==> src/rtl/ps2_host_tx.sv <==
// PS/2 host-to-device command transmitter with a small bus register interface.
// Runs the host-request sequence on the open-drain clock/data lines and reports status.
module ps2_host_tx #(
    parameter int INHIBIT_CYCLES = 5000,
    parameter int TIMEOUT_CYCLES = 750000
) (
    input  logic        clk_i,
    input  logic        rst_i,
    input  logic        ps2_clock,
    input  logic        ps2_data,
    output logic        ps2_clock_oe,
    output logic        ps2_data_oe,
    input  logic        cyc_i,
    input  logic        stb_i,
    input  logic        we_i,
    input  logic [3:0]  sel_i,
    input  logic        adr_i,
    input  logic [31:0] dat_i,
    output logic [31:0] dat_o,
    output logic        ack_o
);

    typedef enum logic [1:0] {B_IDLE, B_BUSY, B_DONE} bus_state_t;
    typedef enum logic [2:0] {T_IDLE, T_INHIBIT, T_START, T_SHIFT, T_ACK, T_WAITIDLE} tx_state_t;

    localparam logic [19:0] INH_LAST = 20'(INHIBIT_CYCLES - 1);
    localparam logic [19:0] TO_LAST  = 20'(TIMEOUT_CYCLES - 1);

    function automatic logic odd_parity(input logic [7:0] b);
        return ~^b;
    endfunction

    bus_state_t  bus_q, bus_d;
    tx_state_t   tx_q, tx_d;
    logic [2:0]  clk_sr_q, data_sr_q;
    logic [19:0] cnt_q, cnt_d;
    logic [3:0]  idx_q, idx_d;
    logic [7:0]  byte_q, byte_d;
    logic        par_q, par_d;
    logic        clk_oe_q, clk_oe_d, dat_oe_q, dat_oe_d;
    logic        done_q, done_d, err_q, err_d, to_q, to_d, ovr_q, ovr_d;
    logic [31:0] dat_o_q, dat_o_d;
    logic        ack_q, ack_d;
    logic        fall_s, busy_s, wr0_s, wr1_s, start_s, clr_s;
    logic        done_set_s, err_set_s, to_set_s;
    logic [9:0]  frame_s;
    logic [31:0] status_s;
    logic        unused_s;

    assign unused_s     = ^{sel_i, dat_i[31:8]};
    assign fall_s       = (clk_sr_q[2:1] == 2'b10);
    assign busy_s       = (tx_q != T_IDLE);
    assign frame_s      = {1'b1, par_q, byte_q};
    assign status_s     = {27'h0, ovr_q, to_q, err_q, done_q, busy_s};
    assign start_s      = wr0_s & ~busy_s;
    assign clr_s        = wr1_s & dat_i[0];
    assign ps2_clock_oe = clk_oe_q;
    assign ps2_data_oe  = dat_oe_q;
    assign dat_o        = dat_o_q;
    assign ack_o        = ack_q;

    // Bus handshake: strobe sampled, access performed, then a one-cycle ack.
    always_comb begin
        bus_d   = bus_q;
        dat_o_d = dat_o_q;
        wr0_s   = 1'b0;
        wr1_s   = 1'b0;
        case (bus_q)
            B_IDLE: begin
                if (cyc_i && stb_i) bus_d = B_BUSY;
                else                bus_d = B_IDLE;
            end
            B_BUSY: begin
                bus_d = B_DONE;
                if (we_i) begin
                    wr0_s = ~adr_i;
                    wr1_s = adr_i;
                end else begin
                    dat_o_d = adr_i ? {24'h0, byte_q} : status_s;
                end
            end
            B_DONE:  bus_d = B_IDLE;
            default: bus_d = B_IDLE;
        endcase
        ack_d = (bus_d == B_DONE);
    end

    // Transmit sequencer; line enables are computed one cycle ahead and registered.
    always_comb begin
        tx_d       = tx_q;
        cnt_d      = cnt_q;
        idx_d      = idx_q;
        clk_oe_d   = 1'b0;
        dat_oe_d   = dat_oe_q;
        done_set_s = 1'b0;
        err_set_s  = 1'b0;
        to_set_s   = 1'b0;
        case (tx_q)
            T_IDLE: begin
                dat_oe_d = 1'b0;
                if (start_s) begin
                    tx_d     = T_INHIBIT;
                    cnt_d    = 20'd0;
                    clk_oe_d = 1'b1;
                end else begin
                    tx_d = T_IDLE;
                end
            end
            T_INHIBIT: begin
                clk_oe_d = 1'b1;
                if (cnt_q == INH_LAST) begin
                    dat_oe_d = 1'b1;
                    tx_d     = T_START;
                end else begin
                    cnt_d = cnt_q + 20'd1;
                end
            end
            T_START: begin
                idx_d = 4'd0;
                cnt_d = 20'd0;
                tx_d  = T_SHIFT;
            end
            T_SHIFT: begin
                if (fall_s) begin
                    cnt_d    = 20'd0;
                    dat_oe_d = ~frame_s[idx_q];
                    if (idx_q == 4'd9) tx_d = T_ACK;
                    else               idx_d = idx_q + 4'd1;
                end else if (cnt_q == TO_LAST) begin
                    to_set_s = 1'b1;
                    dat_oe_d = 1'b0;
                    tx_d     = T_IDLE;
                end else begin
                    cnt_d = cnt_q + 20'd1;
                end
            end
            T_ACK: begin
                if (fall_s) begin
                    cnt_d      = 20'd0;
                    done_set_s = 1'b1;
                    err_set_s  = data_sr_q[1];
                    tx_d       = T_WAITIDLE;
                end else if (cnt_q == TO_LAST) begin
                    to_set_s = 1'b1;
                    dat_oe_d = 1'b0;
                    tx_d     = T_IDLE;
                end else begin
                    cnt_d = cnt_q + 20'd1;
                end
            end
            T_WAITIDLE: begin
                if (clk_sr_q[1] && data_sr_q[1]) begin
                    tx_d = T_IDLE;
                end else if (fall_s) begin
                    cnt_d = 20'd0;
                end else if (cnt_q == TO_LAST) begin
                    to_set_s = 1'b1;
                    dat_oe_d = 1'b0;
                    tx_d     = T_IDLE;
                end else begin
                    cnt_d = cnt_q + 20'd1;
                end
            end
            default: begin
                tx_d     = T_IDLE;
                dat_oe_d = 1'b0;
            end
        endcase
    end

    // Sticky status flags and the transmit byte latch; a set beats a same-cycle clear.
    always_comb begin
        if (done_set_s)              done_d = 1'b1;
        else if (clr_s || start_s)   done_d = 1'b0;
        else                         done_d = done_q;
        if (err_set_s)               err_d = 1'b1;
        else if (clr_s || start_s)   err_d = 1'b0;
        else                         err_d = err_q;
        if (to_set_s)                to_d = 1'b1;
        else if (clr_s || start_s)   to_d = 1'b0;
        else                         to_d = to_q;
        if (wr0_s && busy_s)         ovr_d = 1'b1;
        else if (clr_s)              ovr_d = 1'b0;
        else                         ovr_d = ovr_q;
        if (start_s) begin
            byte_d = dat_i[7:0];
            par_d  = odd_parity(dat_i[7:0]);
        end else begin
            byte_d = byte_q;
            par_d  = par_q;
        end
    end

    // State registers; lines are sampled into idle-high synchronizers.
    always_ff @(posedge clk_i or posedge rst_i) begin
        if (rst_i) begin
            bus_q     <= B_IDLE;
            tx_q      <= T_IDLE;
            clk_sr_q  <= 3'b111;
            data_sr_q <= 3'b111;
            cnt_q     <= 20'd0;
            idx_q     <= 4'd0;
            byte_q    <= 8'h00;
            par_q     <= 1'b0;
            clk_oe_q  <= 1'b0;
            dat_oe_q  <= 1'b0;
            done_q    <= 1'b0;
            err_q     <= 1'b0;
            to_q      <= 1'b0;
            ovr_q     <= 1'b0;
            dat_o_q   <= 32'h0;
            ack_q     <= 1'b0;
        end else begin
            bus_q     <= bus_d;
            tx_q      <= tx_d;
            clk_sr_q  <= {clk_sr_q[1:0], ps2_clock};
            data_sr_q <= {data_sr_q[1:0], ps2_data};
            cnt_q     <= cnt_d;
            idx_q     <= idx_d;
            byte_q    <= byte_d;
            par_q     <= par_d;
            clk_oe_q  <= clk_oe_d;
            dat_oe_q  <= dat_oe_d;
            done_q    <= done_d;
            err_q     <= err_d;
            to_q      <= to_d;
            ovr_q     <= ovr_d;
            dat_o_q   <= dat_o_d;
            ack_q     <= ack_d;
        end
    end

endmodule

==> config.mk <==
export PLATFORM = sky130hd
export DESIGN_NAME = ps2_host_tx
export DESIGN_NICKNAME = d
export VERILOG_FILES = /design/src/rtl/ps2_host_tx.sv
export SDC_FILE = /design/constraint.sdc
export NUM_CORES = 1
export LEC_CHECK = 0
export CAP_MARGIN = 5
export CORE_MARGIN = 1.5
export CORE_UTILIZATION = 56
export CTS_BUF_LIST = sky130_fd_sc_hd__clkbuf_8
export DETAILED_ROUTE_END_ITERATION = 12
export HOLD_SLACK_MARGIN = 0.12
export PLACE_DENSITY_LB_ADDON = 0.2
export RECOVER_POWER = 50
export SLEW_MARGIN = 20
export SYNTH_ARGS = -nofsm -noshare
export SYNTH_HDL_FRONTEND = slang
export SYNTH_SLANG_ARGS = --single-unit
==> constraint.sdc <==
create_clock -name clk_i -period 4.35 [get_ports clk_i]
set_input_delay 0.87 -clock clk_i [delete_from_list [all_inputs] [get_ports clk_i]]
set_output_delay 0.87 -clock clk_i [all_outputs]
set_load 0.05 [all_outputs]
# [Yosys cells after proc, flatten, opt, wreduce, memory -nomap -nowiden]
# Index checks and enable logic that the tools add are counted.
[totals] regBits=82 elab_cells=114 in_bits=44
[classes] mux=49 magnitude_cmp=1 n_eq_ne=19 add_sub_neg=2 n_reduce_logical=20 bitwise=7
[op_table] cell="two-way mux 20 bit" count=5
[op_table] cell="one-hot mux 20 bit (5 select lines)" count=1
[op_table] cell="two-way mux 1 bit" count=26
[op_table] cell="two-way mux 3 bit" count=7
[op_table] cell="adder 20 x 1 -> 20 bit (second input constant)" count=1
[op_table] cell="equality test 20 x 13 -> 1 bit (second input constant)" count=1
[op_table] cell="equality test 20 bit (second input constant)" count=1
[op_table] cell="one-hot mux 3 bit (6 select lines)" count=1
[op_table] cell="!= test 2 bit (second input constant)" count=6
[op_table] cell="nonzero test 2 bit" count=5
[op_table] cell="AND reduction 3 bit" count=3
[op_table] cell="two-way mux 4 bit" count=2
[op_table] cell="two-way mux 8 bit" count=1
[op_table] cell="one-hot mux 4 bit (2 select lines)" count=1
[op_table] cell="XNOR reduction 8 bit" count=1
[op_table] cell="equality test 3 x 2 -> 1 bit (second input constant)" count=2
[op_table] cell="equality test 3 bit (second input constant)" count=2
[op_table] cell="!= test 3 bit (second input constant)" count=2
[op_table] cell="< comparator 4 x 5 -> 1 bit (second input constant)" count=1
[op_table] cell="NOT 1 bit" count=5
[op_table] cell="one-hot mux 1 bit (5 select lines)" count=1
[op_table] cell="nonzero test 5 bit" count=1
[op_table] cell="adder 4 x 1 -> 4 bit (second input constant)" count=1
[op_table] cell="binary-select mux 1 bit (select 4 bit)" count=1
[op_table] cell="15 further kinds" count=20

# [Logic depth before layout (Yosys ltp)]
# Gate-level depths: netlist of run 1.
[depth] word_depth=7 ltp_mapped=8

# [Worst setup path before layout of run 1]
# OpenSTA, ideal clock, no wires.
[synth_path] kind="input to register" start="in we_i" end="reg cnt_q[19]" cell_stages=6 setup_time_ns=0.110 arrival_time_ns=2.096 path_slack_ns=2.144 path_cell_list="nor4bb_1 -> o22a_1 -> o21ai_1 -> or2_2 -> buf_4 -> o41ai_1"
[synth_via] elab_chain_len=5
[synth_lines] element="from (decl)" line_no="15" text="input logic we_i,"
[synth_lines] element="two-way mux 1 bit" line_no="75" text="if (we_i) begin"
[synth_lines] element="two-way mux 1 bit" line_no="68" text="case (bus_q)"
[synth_lines] element="AND 1 bit" line_no="55" text="assign start_s = wr0_s & ~busy_s;"
[synth_lines] element="!= test 2 bit (no line)"
[synth_lines] element="AND reduction 4 bit (no line)"
[synth_lines] element="to (signal assigned)" line_no="218" text="cnt_q <= cnt_d;"
[synth_lines] element="to (decl)" line_no="36" text="logic [19:0] cnt_q, cnt_d;"
# No other way between the ends.
# A chain may end at the register's enable or synchronous reset.

==> results.md, run 1 <==
• Power per Cell Area: 296.4 nW/um^2
• chip width: 80.82 um
• largest family of logic cells by synthesized area: simple AND/OR/NAND/NOR gates
• overall overflow remaining after global route: 0
• final HPWL from detailed placement: 5269 um
• Bufs and invs on worst path: 3
• Setup crit start: rst_i
• Die Span Y: 80.82 um
• Lkg Pwr: 1.615 nW
• Root Driver: clkbuf_8
• XOR/XNOR share of the synthesized area: 2.066%
• post-synthesis share of cell area spent on full adders, half adders and majority gates: 1.107%
• remaining number of nets flagged by the antenna check after routing: 0
• basic-gate share of the synthesized area counting and, or, nand and nor cells: 21.29%
• class of the most critical hold timing path: flip-flop to flip-flop
• top cell family by delay on the critical path: buffers and inverters
• hold_buf cts: 0
• total routing resource utilization after global routing: 24.62%
• portion of netlist area occupied by mux cells: 5.793%
• measured slew at the worst slew-check pin: 1395 ps
• status: completed
• total of flip-flops plus latches after synthesis: 57
• count of flip-flops with a built-in enable after synthesis: 0
• I/O Pins: 79
• vias in the first global route: 2522
• Avg Cell Area, Syn: 9.498 um^2
• detailed-route wire length per cell: 15.97 um
• number of gates resized after CTS: 0
• fmax: 0.3171 GHz
• CP max stage cell: clkbuf_1
• detailed-route via count: 2708
• Max clock buf depth: 2
• worst endpoint data arrival time: 3370 ps
• core utilization of the finished layout: 63.90%
• unrepaired setup endpoints after global routing: false
• number of nets at the end of the flow: 426
• Crit path largest cell delay: 1090 ps
• total DRC errors in the routed layout: 0
• async set or reset register ratio after synthesis: 100.0%
• Num CTS Buffers: 9
• post-route standard cell area excluding fillers: 3761 um^2
• weighted congestion reported at the end of routability-driven placement: 0.9759
• H-Tree Level Count: 3
• worst-path maximum fanout: 31
• final hold violations: 0
• clock slew seen by the registers of the worst setup and hold paths: 50 ps
• antenna diode count: 0
• worst endpoint required time: 4560 ps
• setup TNS: 0 ps
• first-iteration detailed-routing DRC count: 273
• detail-routed via count per cell: 5.900
• CTS tree: done
• crit start category: input port
• buffers inserted during post-CTS setup optimization: 0
• total standard cell area after synthesis: 3391 um^2
• Initial DRT Pass Iterations: 4
• clock period minus worst slack: 3153 ps
• fraction of the cycle the final worst path needs: 72.49%
• largest net degree at the start of global routing: 32
• launch point of the worst hold path: data_sr_q[0]
• full die area: 6531 um^2
• Clock Skew: 8.531 ps
• post-synthesis instance total: 357
• post-place instance area: 3593 um^2
• Final Max Slew Viols: 0
• number of maximum-capacitance constraint violations: 0
• insertion delay of the later-clocked pin in the worst-skew pair: 350 ps
• layout cells sized above 1: 9.115%
• number of warnings reported in the yosys synthesis log: 0
• highest ir drop seen on vdd: 169.6 uV
• number of filler instances in the final layout: 482
• share of synthesized area occupied by flip-flops and latches: 42.25%
• initial core utilization: 57.61%
• Std-Cell Core Area: 5886 um^2
• tightest slew margin relative to the limit: 7.001%
• share of the synthesized area in compound gates (AO/OA/AOI/OAI): 17.93%
• worst hold slack across all endpoints: 354.7 ps
• startpoint-to-endpoint class of the critical path: input port to asynchronous set/reset pin
• row count: 28
• prevailing post-synth register cell: dfrtp_1
• Area growth syn-to-layout: 10.92%
• Crit. End Element: asynchronous set/reset pin
• reg-to-reg critical path startpoint: tx_q[0]
• setup-violating endpoint count in the final report: 0
• cell-by-cell trace of the critical path: dlygate4sd3_1 > inv_1 > clkbuf_1
• final WL: 7332 um
• initial antenna violation count: 0
• total of buffers placed on input and output ports: 26
• wire length of the first global-routing pass: 12010 um
• count of unique library cells instantiated by Yosys: 58
• count of clock tree sinks: 57
• overall power after layout: 1.115 mW
==> layout by cell type (no fill, tap or decap), types with 4 or more instances in the layout <==
cell type         n
dfrtp_1          52
nand2_1          39
nor2_1           25
conb_1           24
clkdlybuf4s50_1  21
o21ai_0          16
inv_1            16
nand3_1          16
clkbuf_8         11
mux2_2            9
a22o_1            9
a21oi_1           8
xnor2_1           7
nand4_1           7
a211oi_1          7
a211o_1           7
o31ai_1           6
o2bb2ai_1         6
nor2b_1           5
and4_1            5
mux2i_1           5
dlygate4sd3_1     5
nand2b_1          4
and2_1            4
o41ai_1           4
o211ai_1          4
buf_4             4
==> routing by layer <==
metal	GRT usage [%]	wire (um)	part of all wire, %
met5	0	0	0
met4	9.483	133	1.8
met3	6.404	366	5.0
met2	40.42	3646	50
met1	31.14	3185	43
==> kinds of logic after synthesis <==
kind of cell             after synthesis
multiplexers                          16
XOR/XNOR                               8
AO/OA/AOI/OAI                         83
buffers and inverters                 55
flip-flops                            57
adder cells (fa/ha/maj)                3
other                                  1
AND/OR/NAND/NOR                      134
==> worst paths after layout <==
path                                 to  slack, ps  depth (start not counted)
max                         ps2_data_oe       1200                          3
min                        data_sr_q[1]        350                          0
max reg2reg                    cnt_q[8]       1650                          6
min reg2reg                data_sr_q[1]        350                          0
max in group clk_i            cnt_q[19]       1430                          7
min in group asynchronous      dat_o[3]       1280                          2
==> power by group <==
part	total [mW]	switching, mW	internal (mW)
Clock	0.426	0.198	0.228
Combinational	0.138	0.101	0.0367
Sequential	0.551	0.00712	0.544
Total	1.11	0.306	0.808
==> sequential cells by signal (all words and copies together) (netlist names), 2 cells and up <==
register and count:
cnt_q 20, dat_o 8, data_sr_q 2, idx_q 4, byte_q 8, tx_q 3, clk_sr_q 3
==> per-stage QoR <==
step / setup slack, ps / instances
2_1_floorplan: 2089 / 380
3_3_place_gp: 1123 / 443
3_5_place_dp: 1044 / 443
4_1_cts: 1429 / 459
5_1_grt: 620.6 / 459
6_report: 1197 / 459
==> Yosys cell counts (2+ instances only) <==
master / instances / share of area (%)
and3_1: 3 / 0.55
and4_1: 5 / 1.3
buf_4: 27 / 6.0
a211o_1: 7 / 1.8
ha_1: 3 / 1.1
inv_1: 12 / 1.3
o21ai_0: 16 / 2.4
nand2b_1: 4 / 0.74
o41ai_1: 4 / 1.0
mux2_2: 9 / 3.0
nor3_1: 2 / 0.30
o211ai_1: 4 / 0.89
dfrtp_1: 52 / 38
mux4_2: 2 / 1.3
a32o_1: 2 / 0.59
nand3b_1: 3 / 0.66
a22o_1: 9 / 2.3
or3_1: 2 / 0.37
a311oi_1: 3 / 0.78
nor4bb_1: 3 / 0.89
a22oi_1: 2 / 0.44
xnor2_1: 7 / 1.8
or2_2: 2 / 0.37
nor4_1: 2 / 0.37
nand3_1: 16 / 2.4
buf_2: 3 / 0.44
o221ai_1: 2 / 0.52
nor2_1: 25 / 2.8
and2_1: 5 / 0.92
nor3b_1: 3 / 0.66
nand2_1: 39 / 4.3
clkbuf_1: 11 / 1.2
a21oi_1: 8 / 1.2
nand4_1: 7 / 1.3
a32oi_1: 2 / 0.52
mux2i_1: 5 / 1.5
o2bb2ai_1: 6 / 1.5
dfstp_2: 5 / 3.9
o31ai_1: 6 / 1.3
nor2b_1: 5 / 0.92
a211oi_1: 7 / 1.5
==> layout make-up <==
| type | count | area [um^2] | share of cell area, % |
|---|---|---|---|
| multi-input combinational | 268 | 1724 | 45.84 |
| sequential | 57 | 1433 | 38.09 |
| timing repair buffer | 31 | 294.0 | 7.818 |
| clock buffer | 11 | 151.4 | 4.025 |
| tap | 75 | 93.84 | 2.495 |
| inverter | 12 | 45.04 | 1.198 |
| clock inverter | 5 | 20.02 | 0.5323 |
Power figures use the tool's default switching activity.
==> run 2: changes to the inputs <==
- CORE_UTILIZATION: 56 -> 47
- clock period: 4.35 -> 2.8 ns (I/O delays scaled with it)
==> run 2 against run 1 <==
Compared with the run above:
- the run now ends with capacitance limit, slew limit left
- routed wire length increased by 4.3%
- first-iteration DRC count decreased by 43%
- largest power group unchanged
- die area increased by 18%
- highest routed layer unchanged
- critical path depth up 4
==> results.md, run 2 (synthesized netlist as in run 1, its figures left out) <==
• status: finished with violations
• failing checks: capacitance limit, slew limit
• Num CTS Buffers: 9, unchanged
• Register-to-Register Path Depth: 7, +1
• core utilization of the finished layout: 55.97%, -7.9 points
• most common library cell in the layout ignoring fill and taps: dfrtp_1
• CTS tree: done
• Crit. End Element: flip-flop
• cell-by-cell trace of the critical path: ha_1 > nor4bb_1 > nand3_1 > nor4_4 > buf_4 > or2_2 > o221ai_1
• clock slew seen by the registers of the worst setup and hold paths: 70 ps, +20 ps
• Std-Cell Core Area: 6869 um^2, +17%
• number of gates resized after CTS: 0, unchanged
• Power per Cell Area: 476.8 nW/um^2, +61%
• worst endpoint required time: 3010 ps, -1550 ps
• overall overflow remaining after global route: 0, unchanged
• final hold violations: 0, unchanged
• number of filler instances in the final layout: 653, +35%
• Die Span Y: 87.94 um, +8.8%
• insertion delay of the later-clocked pin in the worst-skew pair: 340 ps, about the same
• total routing resource utilization after global routing: 21.22%, -3.4 points
• full die area: 7733 um^2, +18%
• largest net degree at the start of global routing: 31, -3.1%
• class of the most critical hold timing path: flip-flop to flip-flop
• detail-routed via count per cell: 5.621, -4.7%
• remaining number of nets flagged by the antenna check after routing: 0, unchanged
• final HPWL from detailed placement: 5453 um, +3.5%
• total of buffers placed on input and output ports: 26, unchanged
• hold_buf cts: 0, unchanged
• layout cells sized above 1: 11.31%, +2.2 points
• initial core utilization: 49.36%, -8.2 points
• Max clock buf depth: 2, unchanged
• count of clock tree sinks: 57, unchanged
• CP max stage cell: dfrtp_1
• vias in the first global route: 2518, -0.16%
• highest ir drop seen on vdd: 271.9 uV, +60%
• number of maximum-capacitance constraint violations: 2, +2
• detailed-route wire length per cell: 15.76 um, -1.3%
• Clock Skew: 7.131 ps, -1.399 ps
• unrepaired setup endpoints after global routing: false
• worst hold slack across all endpoints: 355.5 ps, +0.8170 ps
• fraction of the cycle the final worst path needs: 86.95%
• Worst setup endpoint: cnt_q[3]
• worst reg-to-reg setup slack: 370 ps, -1280 ps
• initial antenna violation count: 0, unchanged
• clock period minus worst slack: 2434 ps
• leading cell types in the layout, fill and taps excluded: 52 x dfrtp_1, 39 x nand2_1, 25 x nor2_1, 24 x conb_1, 22 x clkdlybuf4s50_1
• antenna diode count: 0, unchanged
• worst endpoint data arrival time: 2650 ps, -720 ps
• Setup crit start: cnt_q[1]
• final WL: 7646 um, +4.3%
• first-iteration detailed-routing DRC count: 156, -43%
• H-Tree Level Count: 3, unchanged
• weighted congestion reported at the end of routability-driven placement: 0.8554, -12%
• chip width: 87.94 um, +8.8%
• I/O Pins: 79, unchanged
• Worst R2R End: cnt_q[3]
• reg-to-reg critical path startpoint: cnt_q[1]
• Area growth syn-to-layout: 13.39%
• max reg flops: 20, unchanged
• Final Max Slew Viols: 58, +58
• fmax: 0.4108 GHz
• worst-path maximum fanout: 18, -42%
• crit start category: flip-flop
• Most flops, register: cnt_q
• Crit path largest cell delay: 390 ps, -700 ps
• Root Driver: clkbuf_8
• setup-violating endpoint count in the final report: 0, unchanged
• buffers inserted during post-CTS setup optimization: 0, unchanged
• wire length of the first global-routing pass: 12340 um, +2.8%
• setup TNS: 0 ps, unchanged
• Initial DRT Pass Iterations: 7, +3
• detailed-route via count: 2726, +0.66%
• startpoint-to-endpoint class of the critical path: flip-flop to flip-flop
• measured slew at the worst slew-check pin: 1584 ps, +189.2 ps
• tightest slew margin relative to the limit: -5.610%, -13 points
• row count: 30, +7.1%
• Lkg Pwr: 1.620 nW, +0.28%
• total DRC errors in the routed layout: 0, unchanged
• number of nets at the end of the flow: 431, +1.2%
==> run 2: worst min path at each step <==
stage	slack [ps]	endpoint	cells past startpoint	start
2_1_floorplan	350	clk_sr_q[1]	0	clk_sr_q[0]
3_3_place_gp	350	data_sr_q[1]	0	data_sr_q[0]
3_5_place_dp	350	clk_sr_q[1]	0	clk_sr_q[0]
4_1_cts	360	data_sr_q[1]	0	data_sr_q[0]
5_1_grt	360	data_sr_q[1]	0	data_sr_q[0]
6_report	360	data_sr_q[1]	0	data_sr_q[0]
==> run 2: critical path: cells and delay by family, from the launching register on <==
family,cells,cell delay (ps)
AND/OR/NAND/NOR,4,1260
adder cells (fa/ha/maj),1,230
flip-flops,1,390
buffers and inverters,1,280
AO/OA/AOI/OAI,1,140
==> run 2: final cells by class <==
cell class                 count  area [um^2]  share of cell area [%]
sequential                    57         1433                   37.26
clock inverter                 7        71.32                   1.855
multi-input combinational    268         1724                   44.84
inverter                      12        45.04                   1.171
clock buffer                   9        123.9                   3.222
tap                           96        120.1                   3.124
timing repair buffer          36        327.8                   8.526
==> run 2: metrics by stage <==
step                      cell area (um^2)  worst slack [ps]  std cells  total power [mW]
after CTS                             3852             362.9        485             1.861
after floorplan                       3477             672.1        380             1.053
after detailed placement              3657             94.20        469             1.091
after global routing                  3845             165.8        485             1.903
final                                 3845             365.5        485             1.833
after global placement                3657             155.3        469             1.089
==> run 2: routing by layer <==
layer  up-vias  routed length [um]  part of all wire [%]  track usage [%]
met4         0                 199                   2.6            10.68
li1       1314                   -                     -                -
met2        84                3727                    49            35.18
met3        20                 340                   4.4            3.582
met1      1308                3378                    44            26.69
met5         -                   0                     0                0
==> run 2: power by group <==
group	internal [mW]	total [mW]	leakage [nW]	switching [mW]
sequential	0.844	0.856	0.722	0.0116
clock	0.408	0.762	0.0912	0.354
combinational	0.0585	0.215	0.807	0.157
total	1.31	1.83	1.62	0.523
